### config.mk
export PLATFORM = sky130hd
export DESIGN_NAME = bin_to_onehot_stream
export DESIGN_NICKNAME = d
export VERILOG_FILES = /design/src/rtl/bin_to_onehot_stream.sv
export SDC_FILE = /design/constraint.sdc
export NUM_CORES = 1
export LEC_CHECK = 0
export BUFFER_PORTS_ARGS = -buffer_cell sky130_fd_sc_hd__buf_2
export CORE_UTILIZATION = 50
export CTS_CLUSTER_DIAMETER = 30
export CTS_CLUSTER_SIZE = 16
export DETAILED_ROUTE_END_ITERATION = 16
export PLACE_DENSITY_LB_ADDON = 0.05
export SLEW_MARGIN = 30
export SYNTH_ARGS = -nofsm -noshare
export SYNTH_HDL_FRONTEND = slang
export SYNTH_SLANG_ARGS = --single-unit
### constraint.sdc
create_clock -name clk_i -period 1.4 [get_ports clk_i]
set_input_delay 0.14 -clock clk_i [delete_from_list [all_inputs] [get_ports clk_i]]
set_output_delay 0.14 -clock clk_i [all_outputs]
set_load 0.02 [all_outputs]
### src/rtl/bin_to_onehot_stream.sv
// bin_to_onehot_stream
// Decodes a binary index into a one-hot vector, with valid/ready handshakes
// on both sides. A 2-entry spill register (output reg + skid reg) sits behind
// the decoder, so every output is registered and ready_o does not depend
// combinationally on ready_i.
//
// Handshake: an item moves across an interface on a rising clk_i edge where
// that interface's valid and ready are both high. The upstream side (bin_i)
// may change bin_i freely while valid_i is low. Downstream, onehot_o is held
// stable while valid_o is high and ready_i is low.
//
// Optional feature: define BIN_TO_ONEHOT_STREAM_RANGE_CHECK_EN to compile in
// the sticky out-of-range error flag (err_o, cleared by clr_err_i). Without
// it err_o is tied low and clr_err_i is ignored.
//
// state_o exposes the spill-register FSM state (0 EMPTY, 1 ONE, 2 TWO).

module bin_to_onehot_stream #(
    parameter int ONEHOT_WIDTH = 16,
    // Derived from ONEHOT_WIDTH; leave at its default.
    parameter int BIN_WIDTH    = (ONEHOT_WIDTH == 1) ? 1 : $clog2(ONEHOT_WIDTH)
) (
    input  logic                    clk_i,
    input  logic                    rst_ni,
    input  logic [BIN_WIDTH-1:0]    bin_i,
    input  logic                    valid_i,
    output logic                    ready_o,
    output logic [ONEHOT_WIDTH-1:0] onehot_o,
    output logic                    valid_o,
    input  logic                    ready_i,
    input  logic                    clr_err_i,
    output logic                    err_o,
    output logic [1:0]              state_o
);

    typedef enum logic [1:0] {
        S_EMPTY = 2'd0,
        S_ONE   = 2'd1,
        S_TWO   = 2'd2
    } state_t;

    state_t                  state_q;
    logic [ONEHOT_WIDTH-1:0] out_q;
    logic [ONEHOT_WIDTH-1:0] skid_q;
    logic                    ready_q;
    logic                    valid_q;
    logic [ONEHOT_WIDTH-1:0] dec;
    logic                    in_fire;
    logic                    out_fire;

    // Decode: an index with no matching bit (out of range) yields all zeros.
    always_comb begin
        dec = '0;
        for (int i = 0; i < ONEHOT_WIDTH; i++) begin
            dec[i] = (bin_i == BIN_WIDTH'(i));
        end
    end

    assign in_fire  = valid_i && ready_q;
    assign out_fire = valid_q && ready_i;

    // Spill-register FSM; ready/valid are registered alongside the state.
    always_ff @(posedge clk_i or negedge rst_ni) begin
        if (!rst_ni) begin
            state_q <= S_EMPTY;
            out_q   <= '0;
            skid_q  <= '0;
            ready_q <= 1'b1;
            valid_q <= 1'b0;
        end else begin
            case (state_q)
                S_EMPTY: begin
                    if (in_fire) begin
                        out_q   <= dec;
                        valid_q <= 1'b1;
                        state_q <= S_ONE;
                    end
                end
                S_ONE: begin
                    case ({in_fire, out_fire})
                        2'b10: begin
                            // Output reg is stalled: park the new item.
                            skid_q  <= dec;
                            ready_q <= 1'b0;
                            state_q <= S_TWO;
                        end
                        2'b01: begin
                            out_q   <= '0;
                            valid_q <= 1'b0;
                            state_q <= S_EMPTY;
                        end
                        2'b11: begin
                            // Pass-through: replace the departing item.
                            out_q <= dec;
                        end
                        default: begin
                        end
                    endcase
                end
                S_TWO: begin
                    if (out_fire) begin
                        out_q   <= skid_q;
                        skid_q  <= '0;
                        ready_q <= 1'b1;
                        state_q <= S_ONE;
                    end
                end
                default: begin
                    state_q <= S_EMPTY;
                    out_q   <= '0;
                    skid_q  <= '0;
                    ready_q <= 1'b1;
                    valid_q <= 1'b0;
                end
            endcase
        end
    end

    assign ready_o  = ready_q;
    assign valid_o  = valid_q;
    assign onehot_o = out_q;
    assign state_o  = state_q;

`ifdef BIN_TO_ONEHOT_STREAM_RANGE_CHECK_EN
    logic err_q;
    logic oor_accept;

    // An accepted index that decodes to no bit is out of range.
    assign oor_accept = in_fire && ~|dec;

    // Sticky error: setting takes priority over a simultaneous clear.
    always_ff @(posedge clk_i or negedge rst_ni) begin
        if (!rst_ni) begin
            err_q <= 1'b0;
        end else if (oor_accept) begin
            err_q <= 1'b1;
        end else if (clr_err_i) begin
            err_q <= 1'b0;
        end
    end

    assign err_o = err_q;
`else
    logic unused_clr_err;

    assign unused_clr_err = clr_err_i;
    assign err_o          = 1'b0;
`endif

endmodule

# Word level (Yosys, flattened, before mapping)

Cells that the tools add are included.

Output and inout port bits: 21
Input bits: 9
Word-level logic and storage cells: 58
Bits in registers: 36

Equal/unequal tests: 26
Mux-type cells: 17
Reduce and logical (&&, ||, !) cells: 8
Bitwise operators: 2

Operators with widths:

| operator                                                              | count |
|---|---|
| 16-bit one-hot mux with 3 select lines                                | 2 |
| 16-bit two-way mux                                                    | 4 |
| 4-bit equality test, second input constant                            | 8 |
| 16-bit one-hot mux with 2 select lines                                | 1 |
| 4-bit by 3-bit equality test with 1-bit output, second input constant | 4 |
| 3-bit AND reduction                                                   | 4 |
| 4-bit by 2-bit equality test with 1-bit output, second input constant | 2 |
| 2-bit equality test, second input constant                            | 3 |
| 2-bit != test, second input constant                                  | 3 |
| 3-bit by 2-bit != test with 1-bit output, second input constant       | 2 |
| 1-bit one-hot mux with 3 select lines                                 | 2 |
| 2-bit one-hot mux with 3 select lines                                 | 1 |
| 2-bit by 1-bit equality test with 1-bit output, second input constant | 2 |
| 4-bit by 1-bit equality test with 1-bit output, second input constant | 1 |
| 4-bit logical NOT                                                     | 1 |
| 1-bit two-way mux                                                     | 4 |
| 2-bit two-way mux                                                     | 2 |
| 2-bit one-hot mux with 2 select lines                                 | 1 |
| 1-bit logical AND                                                     | 2 |
| 2-bit logical NOT                                                     | 1 |
| 2-bit by 1-bit != test with 1-bit output, second input constant       | 1 |
| 1-bit inverter                                                        | 2 |

# Longest topological paths before layout

Gate-level depths: netlist of the first run.

Word-level depth: 4
Mapped depth: 7
Depth with buffers taken out: 4

# Least setup slack after synthesis of the first run

Ideal clock, no wire load.

Path kind: register to register
From: register valid_q, in the netlist valid_o
To: register skid_q[11]
Setup slack: -190 ps
Buffers on the path: 0
Data required time: 1,272 ps
Data arrival time: 1,462 ps
Cell stages (with the launch flop): 5
Cells stage by stage: dfrtp_1 -> and2_1 -> nor2_2 -> nor2_1 -> mux2_1

Cells in the longest elaborated chain, start to end: 4
Elaborated cells on any way between the ends: 5

RTL lines:

| element                                                   | RTL line | text |
|---|---|---|
| start: declaration                                        | 46       | `logic valid_q;` |
| start signal: assignment                                  | 69       | `valid_q <= 1'b0;` |
| start signal: assignment                                  | 75       | `valid_q <= 1'b1;` |
| start signal: assignment                                  | 89       | `valid_q <= 1'b0;` |
| 1-bit logical AND *                                       | 60       | `assign out_fire = valid_q && ready_i;` |
| 2-bit equality test                                       | 80       | `case ({in_fire, out_fire})` |
| 2-bit by 1-bit != test with 1-bit output (no source line) | n/a      |  |
| 3-bit AND reduction (no source line) *                    | n/a      |  |
| end signal: assignment                                    | 67       | `skid_q <= '0;` |
| end signal: assignment                                    | 83       | `skid_q <= dec;` |
| end signal: assignment                                    | 103      | `skid_q <= '0;` |
| end: declaration                                          | 44       | `logic [ONEHOT_WIDTH-1:0] skid_q;` |

Mark *: on every way between the ends. The rest lies on a longest branch, timed or not.
A chain may end at the register's enable or synchronous reset.

# Worst setup path in the final report of the first run

From: register state_q[1], in the netlist state_o[1]
To: register skid_q[6]

Cells in the longest elaborated chain, start to end: 3
Elaborated cells on any way between the ends: 8

RTL lines:

| element                                                                           | RTL line | text |
|---|---|---|
| start: declaration                                                                | 42       | `state_t state_q;` |
| start signal: assignment                                                          | 65       | `state_q <= S_EMPTY;` |
| start signal: assignment                                                          | 76       | `state_q <= S_ONE;` |
| start signal: assignment                                                          | 85       | `state_q <= S_TWO;` |
| 2-bit by 1-bit equality test with 1-bit output (tied with other cells)            | 71       | `case (state_q)` |
| 2-bit by 1-bit != test with 1-bit output (no source line) (tied with other cells) | n/a      |  |
| 3-bit AND reduction (no source line)                                              | n/a      |  |

Parallel ways exist; a longest one is shown, timed or not.

==> summary.md, run 1 <==
| Metric | Value |
|---|---|
| Worst hold path type | in -> reg |
| Width of the chip | approximately 64 um |
| Final WS setup | -107.9 ps |
| Initial antenna violation count | 0 |
| Port Buf Inserts | 27 |
| Io pins | 30 |
| Power density cells | between 700 and 800 nW/um^2 |
| WHS | 172.1 ps |
| Die height | approximately 64 um |
| Async SR Flop Fraction | 100.0% |
| Fill count | 256 |
| Crit path max fanout | 6 |
| Gate Count Post-Synth | ~200 |
| Lkg Pwr | ~1.2 nW |
| Post-DP Area | approximately 2300 um^2 |
| Sequential Power Share | between 50% and 60% |
| Max-Cap Viols | 0 |
| Worst EP required | roughly 1600 ps |
| HP Start | ready_i |
| Sw Ratio | approximately a quarter |
| Fin crit share | 107.7% |
| Post-synthesis sequential area ratio | a little under half |
| Post-synth EDFFs | 0 |
| Design Area, Final | ~2700 um^2 |
| Placed Cells | about 280 |
| Largest net degree at the start of global routing | 25 |
| Post-synth top area share | a little under half |
| Global-route wire length before repair | between 8000 and 9000 um |
| Site row count | 22 |
| Area growth syn-to-layout | 42.19% |
| Failing checks | setup timing |
| Peak Freq | ~0.66 GHz |
| CTS tree | built |
| Reg2reg end | skid_q[6]$_DFFE_PN0P_ |
| Worst Setup End Kind | register |
| YS warnings | 0 |
| RSZ-0062 raised after global routing | yes |
| Status | finished, violations left |
| Clock root buffer | clkbuf_8 |
| Drt total wl | between 5000 and 6000 um |
| Most frequent cell after synthesis | dfrtp_1 |
| Reg-to-Reg Start | state_o[1]$_DFFE_PN0P_ |
| Synth area leaders | dfrtp_1 (46%), a221oi_1 (5.5%), o41ai_1 (5.5%), o21ai_1 (5.0%), nand2_1 (4.7%) |
| Power, Total | between 2 and 2.5 mW |
| Vias per cell | about 6 |
| Clk pwr share | around two fifths |
| Detail Route Antenna Nets | 0 |
| Share of post-route cells with drive strength above 1 | between 40% and 50% |
| Gp weighted congestion | 0.9236 |
| Arr. time, crit path | 1680 ps |
| Hold depth | 4 |
| Iter 0 DRT Violations | ~130 |
| Area leader, netlist | dfrtp_1 |
| Total CTS buffers | 5 |
| WHS Endpoint | valid_o$_DFFE_PN0P_ |
| Vias in the first global route | 1723 |
| Final Max Tran Viols | 0 |
| Core box area | between 3000 and 4000 um^2 |
| Sink Count | 36 |
| P_sw | just over 0.5 mW |
| Final Hold Viols | 0 |
| Cell area after synthesis | between 1500 and 2000 um^2 |
| Pre-CTS setup slack | -113.4 ps |
| Reg clk slew, reported paths | roughly 80 ps |
| Finish-stage setup viols | 32 |
| Syn avg cell area | 9.635 um^2 |
| Final non-filler cell total | approximately 300 |
| Starting density of the core | roughly half |
| Distinct cells, synth | 37 |
| Flops & latches, synth | 36 |
| Drt first pass iters | 4 |
| DRC violations left | 0 |
| Primary FF master, synth | dfrtp_1 |
| Minimum clock period | between 1500 and 2000 ps |
| Clock Path Buffers | 2 |
| Combinational share of power | 7.6% |
| Tot GR Track Use | between 20% and 30% |
| Die area | slightly above 4000 um^2 |
| Post-Syn Nets | slightly above 200 |
| Via count | about 1800 |
| Critical path class | reg -> reg |
| Commonest cells post-synth | dfrtp_1 (35), nand2_1 (24), o21ai_1 (19) |
| R2r setup slk | -110 ps |
| Number of H-tree levels | 2 |
| Gr ovfl total | 0 |
| WL per Instance | roughly 18 um |
| Worst IR Drop VDD | 0.5737 mV |
| Reg2Reg Depth | 4 |
| Worst-Skew Late Latency | approximately 300 ps |
| Final nets | ~260 |
| Setup Skew | roughly 8.4 ps |
| Startpoint Class | register |
| DP HPWL | 3667 um |
| # diodes | 0 |
| Int Pwr | ~1.5 mW |
-- per-layer routing --
| layer | routed length (um) | vias up | share of wire, % | global-route usage (%) |
|---|---|---|---|---|
| met5 | 0 | - | 0 | 0 |
| met4 | 106 | 0 | 1.9 | 15.06 |
| met3 | 270 | 11 | 5.0 | 5.435 |
| met2 | 2736 | 67 | 50 | 43.62 |
| met1 | 2340 | 894 | 43 | 35.66 |
| li1 | - | 845 | - | - |
-- registers in the layout, indices dropped and copies added, names as in the netlist --
register  count
skid_q       16
onehot_o     16
ready_o       1
valid_o       1
state_o       2
-- power by group through the flow --
| stage | Sequential [mW] | Clock, mW | Combinational, mW |
|---|---|---|---|
| floorplan | 1.06 | 0 | 0.0613 |
| global placement | 1.06 | 0 | 0.130 |
| detailed placement | 1.06 | 0 | 0.135 |
| CTS | 1.04 | 0.804 | 0.141 |
| global route | 1.04 | 0.847 | 0.166 |
| finish | 1.04 | 0.811 | 0.153 |
-- timing repair --
action                     4_1_cts  5_1_grt
setup buffers                    0        6
hold endpoints to repair        15        0
hold buffers                     1        0
setup endpoints to repair       28       32
resized for setup               12       39
pin swaps                        1        6
-- final cells by class --
cell class                 count  area (um^2)  area share, %
tap                           48        60.06          2.225
timing repair buffer          58        450.4          16.69
clock inverter                 2        15.01         0.5563
clock buffer                   6        82.58          3.060
inverter                       1        3.754         0.1391
sequential                    36        905.9          33.57
multi-input combinational    146         1181          43.76
-- critical path: stages, from the launching register on --
cell and delay, ps:
dfrtp_2 460, buf_6 150, nor2b_2 230, nand2_2 150, o41ai_1 390
-- how the worst max path moves through the flow --
stage,startpoint,cells after the start,end,slack (ps)
global placement,state_o[1]$_DFFE_PN0P_,5,onehot_o[10]$_DFFE_PN0P_,-60
global route,state_o[1]$_DFFE_PN0P_,5,onehot_o[15]$_DFFE_PN0P_,-160
CTS,state_o[1]$_DFFE_PN0P_,4,onehot_o[2]$_DFFE_PN0P_,-80
finish,state_o[1]$_DFFE_PN0P_,4,skid_q[6]$_DFFE_PN0P_,-110
floorplan,state_o[1]$_DFFE_PN0P_,5,onehot_o[2]$_DFFE_PN0P_,-90
detailed placement,state_o[1]$_DFFE_PN0P_,5,onehot_o[8]$_DFFE_PN0P_,-110
-- placed cells by master, fill, tap and decap left out, drive strengths merged --
master       netlist  routed
a21o               1       1
a21oi              7       7
a221oi            12      12
a2bb2oi            1       1
a31oi              1       1
and2               2       2
and3               1       1
and3b              1       1
buf               11      57
clkbuf             3       6
clkinvlp           0       2
conb               1       1
dfrtp             35      35
dfstp              1       1
dlygate4sd3        0       1
inv                1       1
mux2               4       4
nand2             24      24
nand2b             5       5
nand3              2       2
nand3b             1       1
nand4              1       1
nor2              10      10
nor2b              4       4
nor3              16      16
o21ai             30      30
o2bb2ai            4       4
o32ai              1       1
o41ai             12      12
or2                3       3
or4                1       1
or4b               1       1
-- cells by family (layout without fill, tap and decap cells) --
group | Yosys count | count (layout) | synth area share (%)
mux | 4 | 4 | 2.373
simple gates | 72 | 72 | 19.84
other cells | 1 | 1 | 0.1976
flops | 36 | 36 | 47.53
compound gates | 69 | 69 | 25.97
buf+inv | 15 | 67 | 4.087
-- per-stage QoR --
| step | util (%) | setup TNS, ps |
|---|---|---|
| after global routing | 73.72 | -3440 |
| after CTS | 68.49 | -996.5 |
| final | 73.72 | -1579 |
| after floorplan | - | -1284 |
| after global placement | 63.67 | -525.7 |
| after detailed placement | 63.67 | -1014 |
(Power assumes the default switching activity.)
==> run 2, diff against run 1 <==
BUFFER_PORTS_ARGS = -buffer_cell sky130_fd_sc_hd__clkbuf_2   (was -buffer_cell sky130_fd_sc_hd__buf_2)
CELL_PAD_IN_SITES_DETAIL_PLACEMENT = 0   (was unset)
CELL_PAD_IN_SITES_GLOBAL_PLACEMENT = 1   (was unset)
CORE_UTILIZATION = 39   (was 50)
==> run 2 against run 1 <==
The flow still finishes with violations (setup timing). Sequential power is essentially flat. Routed wire length grew 2.9%. Clock power down 2.8%. Total power down 1.3%. Combinational power about the same. Critical path type unchanged. Critical endpoint is now skid_q[15]$_DFFE_PN0P_. Largest cell class unchanged.
==> summary.md, run 2 (synthesis gave the netlist of run 1 again) <==
| Metric | Value |
|---|---|
| Number of H-tree levels | 2 (unchanged) |
| Final Hold Viols | 0 (unchanged) |
| Worst-Skew Late Latency | 290 ps (about the same) |
| Design Area, Final | 2778 um^2 (+2.9%) |
| Initial antenna violation count | 0 (unchanged) |
| Worst path slowest cell | dfrtp_2 |
| Global-route wire length before repair | 8590 um (+1.5%) |
| WL per Instance | 18.22 um (-0.76%) |
| Sum Neg Setup Slack | -2373 ps (-794.2 ps) |
| Worst EP required | 1580 ps (about the same) |
| Gp weighted congestion | 0.9147 (-0.96%) |
| Pre-CTS setup slack | -104.5 ps (+8.893 ps) |
| Sink Count | 36 (unchanged) |
| Sw Ratio | 24.90% (-0.80 points) |
| Drt total wl | 5612 um (+2.9%) |
| Power density cells | 711.7 nW/um^2 (-4.1%) |
| Slew of the pin with the lowest slew margin | slightly above 500 ps |
| Starting density of the core | 40.45% (-11 points) |
| Width of the chip | 71.76 um (+13%) |
| Clk pwr share | 39.9% (-0.6 points) |
| DP HPWL | 3905 um (+6.5%) |
| Arr. time, crit path | 1710 ps (+30 ps) |
| Startpoint Class | register |
| Crit-path cells | buf_4 > buf_4 > a31oi_4 > nor2_4 > mux2_4 |
| Minimum clock period | 1532 ps (+24.45 ps) |
| Clock Path Buffers | 2 (unchanged) |
| Total CTS buffers | 5 (unchanged) |
| Detail Route Antenna Nets | 0 (unchanged) |
| Final WS setup | -132.4 ps (-24.45 ps) |
| Most frequent cells in the layout | dfrtp_1 (32), clkbuf_2 (27), buf_4 (26) |
| Setup Skew | 9.586 ps (+1.159 ps) |
| Sequential Power Share | 52.6% (+0.7 points) |
| Critical path class | reg -> reg |
| Commonest non-fill, non-tap cell in the layout | dfrtp_1 |
| Vias per cell | 5.860 (-4.2%) |
| Largest net degree at the start of global routing | 37 (+48%) |
| Final nets | 262 (+1.9%) |
| Drt first pass iters | 4 (unchanged) |
| Combinational share of power | 7.6% (about the same) |
| Tot GR Track Use | 21.89% (-5.8 points) |
| Worst IR Drop VDD | 0.3923 mV (-32%) |
| Worst Setup End Kind | register |
| Io pins | 30 (unchanged) |
| Worst hold path type | in -> reg |
| Site row count | 25 (+14%) |
| Via count | 1805 (-0.66%) |
| Failing checks | setup timing |
| Finish-stage setup viols | 31 (-3.1%) |
| Lkg Pwr | 1.236 nW (+3.1%) |
| Fill count | 405 (+58%) |
| Vias in the first global route | 1748 (+1.5%) |
| Worst slew margin | 66.06% |
| Crit path max fanout | 4 (-2) |
| Fin crit share | 109.5% (+1.7 points) |
| P_sw | 0.4922 mW (-4.4%) |
| Share of post-route cells with drive strength above 1 | 52.36% (+5.0 points) |
| Int Pwr | 1.485 mW (-0.24%) |
| DRC violations left | 0 (unchanged) |
| Worst path max stage delay | 420 ps (-40 ps) |
| Iter 0 DRT Violations | 77 (-38%) |
| CP most frequent cell | buf_4 |
| Die area | 5150 um^2 (+27%) |
| Reg clk slew, reported paths | 80 ps (about the same) |
| Final Max Tran Viols | 0 (unchanged) |
| RSZ-0062 raised after global routing | yes |
| Core box area | 4692 um^2 (+28%) |
| Die height | 71.76 um (+13%) |
| Status | finished, violations left |
| Area growth syn-to-layout | 46.34% |
| Post-DP Area | 2356 um^2 (+1.1%) |
| CTS tree | built |
| Max-Cap Viols | 0 (unchanged) |
| # diodes | 0 (unchanged) |
| Clock root buffer | clkbuf_8 |
| Peak Freq | 0.6526 GHz (-1.6%) |
| Gr ovfl total | 0 (unchanged) |
| Port Buf Inserts | 27 (unchanged) |
-- run 2: changes by cell type in the layout (fill, tap and decap cells not counted), sizes merged --
cell    delta
clkbuf    +28
buf       -23
-- run 2: critical path, delay by kind of cell, from the launching register on --
family / cells / cell delay [ps]
buf+inv: 2 / 300
simple gates: 1 / 120
flops: 1 / 420
mux: 1 / 310
compound gates: 1 / 260
-- run 2: timing repair --
item,4_1_cts,5_1_grt
setup endpoints to repair,23,33
hold buffers,1,0
pin swaps,6,7
resized for setup,17,42
setup buffers,1,3
cloned,0,3
hold endpoints to repair,35,0
-- run 2: through the flow --
step / power (mW) / hold slack [ps] / utilization, % / instances
3_3_place_gp: 1.187 / 196.1 / 50.21 / 292
2_1_floorplan: 1.121 / -155.6 / - / 197
5_1_grt: 2.060 / 231.1 / 59.20 / 308
6_report: 1.977 / 197.0 / 59.20 / 308
4_1_cts: 1.989 / 189.0 / 54.32 / 302
3_5_place_dp: 1.192 / 208.5 / 50.21 / 292
-- run 2: layout make-up --
cell class                      instances  area (um^2)  area share [%]
Sequential cell                        36        905.9           32.61
Clock inverter                          2        15.01          0.5405
Inverter                                1        3.754          0.1351
Tap cell                               54        67.56           2.432
Clock buffer                            6        82.58           2.973
Multi-Input combinational cell        146         1217           43.83
Timing Repair Buffer                   63        485.5           17.48
-- run 2: power groups by stage --
| stage | clock network [mW] | registers (mW) | logic [mW] |
|---|---|---|---|
| floorplan | 0 | 1.06 | 0.0613 |
| global placement | 0 | 1.06 | 0.127 |
| detailed placement | 0 | 1.06 | 0.132 |
| CTS | 0.809 | 1.04 | 0.141 |
| global route | 0.859 | 1.04 | 0.162 |
| finish | 0.788 | 1.04 | 0.150 |
-- run 2: routing by layer --
layer	track usage, %	routed length [um]
met3	4.219	229
met5	0	0
met1	29.62	2570
met2	35.32	2720
met4	7.190	91
-- run 2: final timing paths --
path	start	to	slack [ps]	cells after the start
max	state_o[1]$_DFFE_PN0P_	skid_q[15]$_DFFE_PN0P_	-130	5
min	ready_i	valid_o$_DFFE_PN0P_	200	4
max reg2reg	state_o[1]$_DFFE_PN0P_	skid_q[15]$_DFFE_PN0P_	-130	5
min reg2reg	onehot_o[1]$_DFFE_PN0P_	onehot_o[1]$_DFFE_PN0P_	490	2
max in group asynchronous	rst_ni	ready_o$_DFFE_PN1P_	640	3
min in group asynchronous	rst_ni	skid_q[3]$_DFFE_PN0P_	420	3
==> run 3, diff against run 2 <==
CTS_BUF_LIST = sky130_fd_sc_hd__clkbuf_16   (was unset)
SLEW_MARGIN = 15   (was 30)
==> run 3 against run 2 <==
Maximum frequency rose by 4.3%. Highest routed layer unchanged. Cell area is 2.7% lower. Non-clock buffer count shrank 4. Global-route usage grew 0.27 points. Critical endpoint unchanged. Worst setup slack gained 64 ps. Worst hold slack better by 3.4 ps. Clock skew decreased by 4.2 ps. Cell count fell by 1.3%. Sequential cell count unchanged. Largest cell class unchanged. Clock power grew 37%. Critical path depth down 1. Sequential power about the same. The flow still finishes with violations (setup timing).
==> summary.md, run 3 (synthesis gave the netlist of run 1 again) <==
| Metric | Value |
|---|---|
| Status | finished, violations left |
| Failing checks | setup timing |
| Clk pwr share | 47.7% (+7.8 points) |
| Arr. time, crit path | 1630 ps (-80 ps) |
| Site row count | 25 (unchanged) |
| Detail Route Antenna Nets | 0 (unchanged) |
| Worst EP required | 1560 ps (-20 ps) |
| Sink Count | 36 (unchanged) |
| # diodes | 0 (unchanged) |
| Total CTS buffers | 5 (unchanged) |
| Drt total wl | 5333 um (-5.0%) |
| Sequential Power Share | 46.0% (-6.6 points) |
| Port Buf Inserts | 27 (unchanged) |
| P_sw | 0.5268 mW (+7.0%) |
| Area growth syn-to-layout | 42.39% |
| Commonest non-fill, non-tap cell in the layout | dfrtp_1 |
| Vias in the first global route | 1717 (-1.8%) |
| Number of H-tree levels | 2 (unchanged) |
| WL per Instance | 17.54 um (-3.7%) |
| Worst path max stage delay | 460 ps (+40 ps) |
| Initial antenna violation count | 0 (unchanged) |
| Drt first pass iters | 4 (unchanged) |
| Crit-path cells | buf_4 > a31oi_2 > nor2_2 > mux2_1 |
| RSZ-0062 raised after global routing | yes |
| Worst hold path type | in -> reg |
| Minimum clock period | 1469 ps (-63.71 ps) |
| Peak Freq | 0.6809 GHz (+4.3%) |
| Int Pwr | 1.739 mW (+17%) |
| Max-Cap Viols | 0 (unchanged) |
| Tot GR Track Use | 22.16% (+0.27 points) |
| Combinational share of power | 6.4% (-1.2 points) |
| Final WS setup | -68.68 ps (+63.71 ps) |
| DP HPWL | 3905 um (unchanged) |
| Setup Skew | 5.396 ps (-4.190 ps) |
| Starting density of the core | 40.45% (unchanged) |
| Worst path slowest cell | dfrtp_2 |
| Width of the chip | 71.76 um (unchanged) |
| Gp weighted congestion | 0.9147 (unchanged) |
| Design Area, Final | 2703 um^2 (-2.7%) |
| Most frequent cells in the layout | dfrtp_1 (32), clkbuf_2 (27), buf_4 (24) |
| Global-route wire length before repair | 8645 um (+0.64%) |
| Crit path max fanout | 10 (+6) |
| Gr ovfl total | 0 (unchanged) |
| Power density cells | 838.2 nW/um^2 (+18%) |
| Sw Ratio | 23.25% (-1.6 points) |
| Clock Path Buffers | 2 (unchanged) |
| Clock root buffer | clkbuf_16 |
| DRC violations left | 0 (unchanged) |
| Share of post-route cells with drive strength above 1 | 45.60% (-6.8 points) |
| Final Hold Viols | 0 (unchanged) |
| Final Util | 57.60% (-1.6 points) |
| R2r setup slk | -70 ps (+60 ps) |
| Core box area | 4692 um^2 (unchanged) |
| Largest net degree at the start of global routing | 37 (unchanged) |
| Startpoint Class | register |
| Finish-stage setup viols | 20 (-35%) |
| Vias per cell | 5.882 (+0.36%) |
| CTS tree | built |
| Io pins | 30 (unchanged) |
| Die area | 5150 um^2 (unchanged) |
| Final Max Tran Viols | 0 (unchanged) |
| Die height | 71.76 um (unchanged) |
| Reg clk slew, reported paths | 60 ps (-20 ps) |
| Iter 0 DRT Violations | 58 (-25%) |
| Fill count | 418 (+3.2%) |
| Worst IR Drop VDD | 0.4990 mV (+27%) |
| Multi-input gate area | 1151 um^2 (-5.4%) |
| Final nets | 258 (-1.5%) |
| Via count | 1788 (-0.94%) |
| Reg area | 905.9 um^2 (unchanged) |
| Worst Setup End Kind | register |
| Critical path class | reg -> reg |
| Post-DP Area | 2356 um^2 (unchanged) |
| Fin crit share | 104.9% (-4.6 points) |
| Worst-Skew Late Latency | 280 ps (about the same) |
| Lkg Pwr | 1.218 nW (-1.5%) |
## run 3: cell types whose count changed in the layout (fill, tap and decap cells not counted), moves of 3 or more
cell	delta
o21ai_2	-8
mux2_1	+4
o21ai_0	+5
clkbuf_16	+4
mux2_4	-4
o21ai_1	+3
clkbuf_8	-6
## run 3: stage by stage
stage	cells	setup WS [ps]	setup TNS [ps]	total power, mW	hold slack [ps]
global route	304	-131.3	-1874	2.342	241.9
detailed placement	292	-104.5	-996.8	1.192	208.5
finish	304	-68.68	-740.6	2.265	200.5
global placement	292	-51.29	-402.6	1.187	196.1
floorplan	197	-90.03	-1284	1.121	-155.6
CTS	303	-57.76	-438.3	2.280	205.4
## run 3: layout make-up
cell class	count	share of cell area, %
multi-input combinational	146	42.59
sequential	36	33.52
timing repair buffer	59	15.93
clock buffer	5	4.630
tap	54	2.500
clock inverter	3	0.6944
inverter	1	0.1389
## run 3: what timing repair did
item	in CTS	in global routing
setup buffers	2	0
hold endpoints to repair	35	0
pin swaps	2	6
gates resized for setup	15	18
gates cloned	0	1
endpoints found under the setup margin	23	32
hold buffers	1	0
## run 3: critical path: cells and delay by family (launching register included)
kind / cells / cell delay (ps)
muxes: 1 / 330
buffers and inverters: 1 / 170
AOI/OAI and AO/OA: 1 / 260
and+or+nand+nor: 1 / 130
DFF: 1 / 460
## run 3: worst paths after layout
check	startpoint	endpoint	cells past startpoint
worst max-delay path	state_o[1]$_DFFE_PN0P_	skid_q[15]$_DFFE_PN0P_	4
worst min-delay path	ready_i	valid_o$_DFFE_PN0P_	4
worst max register to register	state_o[1]$_DFFE_PN0P_	skid_q[15]$_DFFE_PN0P_	4
worst min register to register	onehot_o[12]$_DFFE_PN0P_	onehot_o[12]$_DFFE_PN0P_	2
max in group asynchronous	rst_ni	ready_o$_DFFE_PN1P_	3
min in group asynchronous	rst_ni	skid_q[3]$_DFFE_PN0P_	3
## run 3: power by group through the flow
stage | sequential [mW] | clock (mW) | combinational [mW]
6_report | 1.04 | 1.08 | 0.144
5_1_grt | 1.04 | 1.14 | 0.157
4_1_cts | 1.04 | 1.10 | 0.139
3_5_place_dp | 1.06 | 0 | 0.132
3_3_place_gp | 1.06 | 0 | 0.127
2_1_floorplan | 1.06 | 0 | 0.0613
## run 3: routing by layer
layer	vias up	share of wire, %	global-route usage [%]
met4	0	1.9	8.061
met2	70	46	35.12
met5	-	0	0
met1	858	46	29.53
li1	848	-	-
met3	12	5.9	5.345
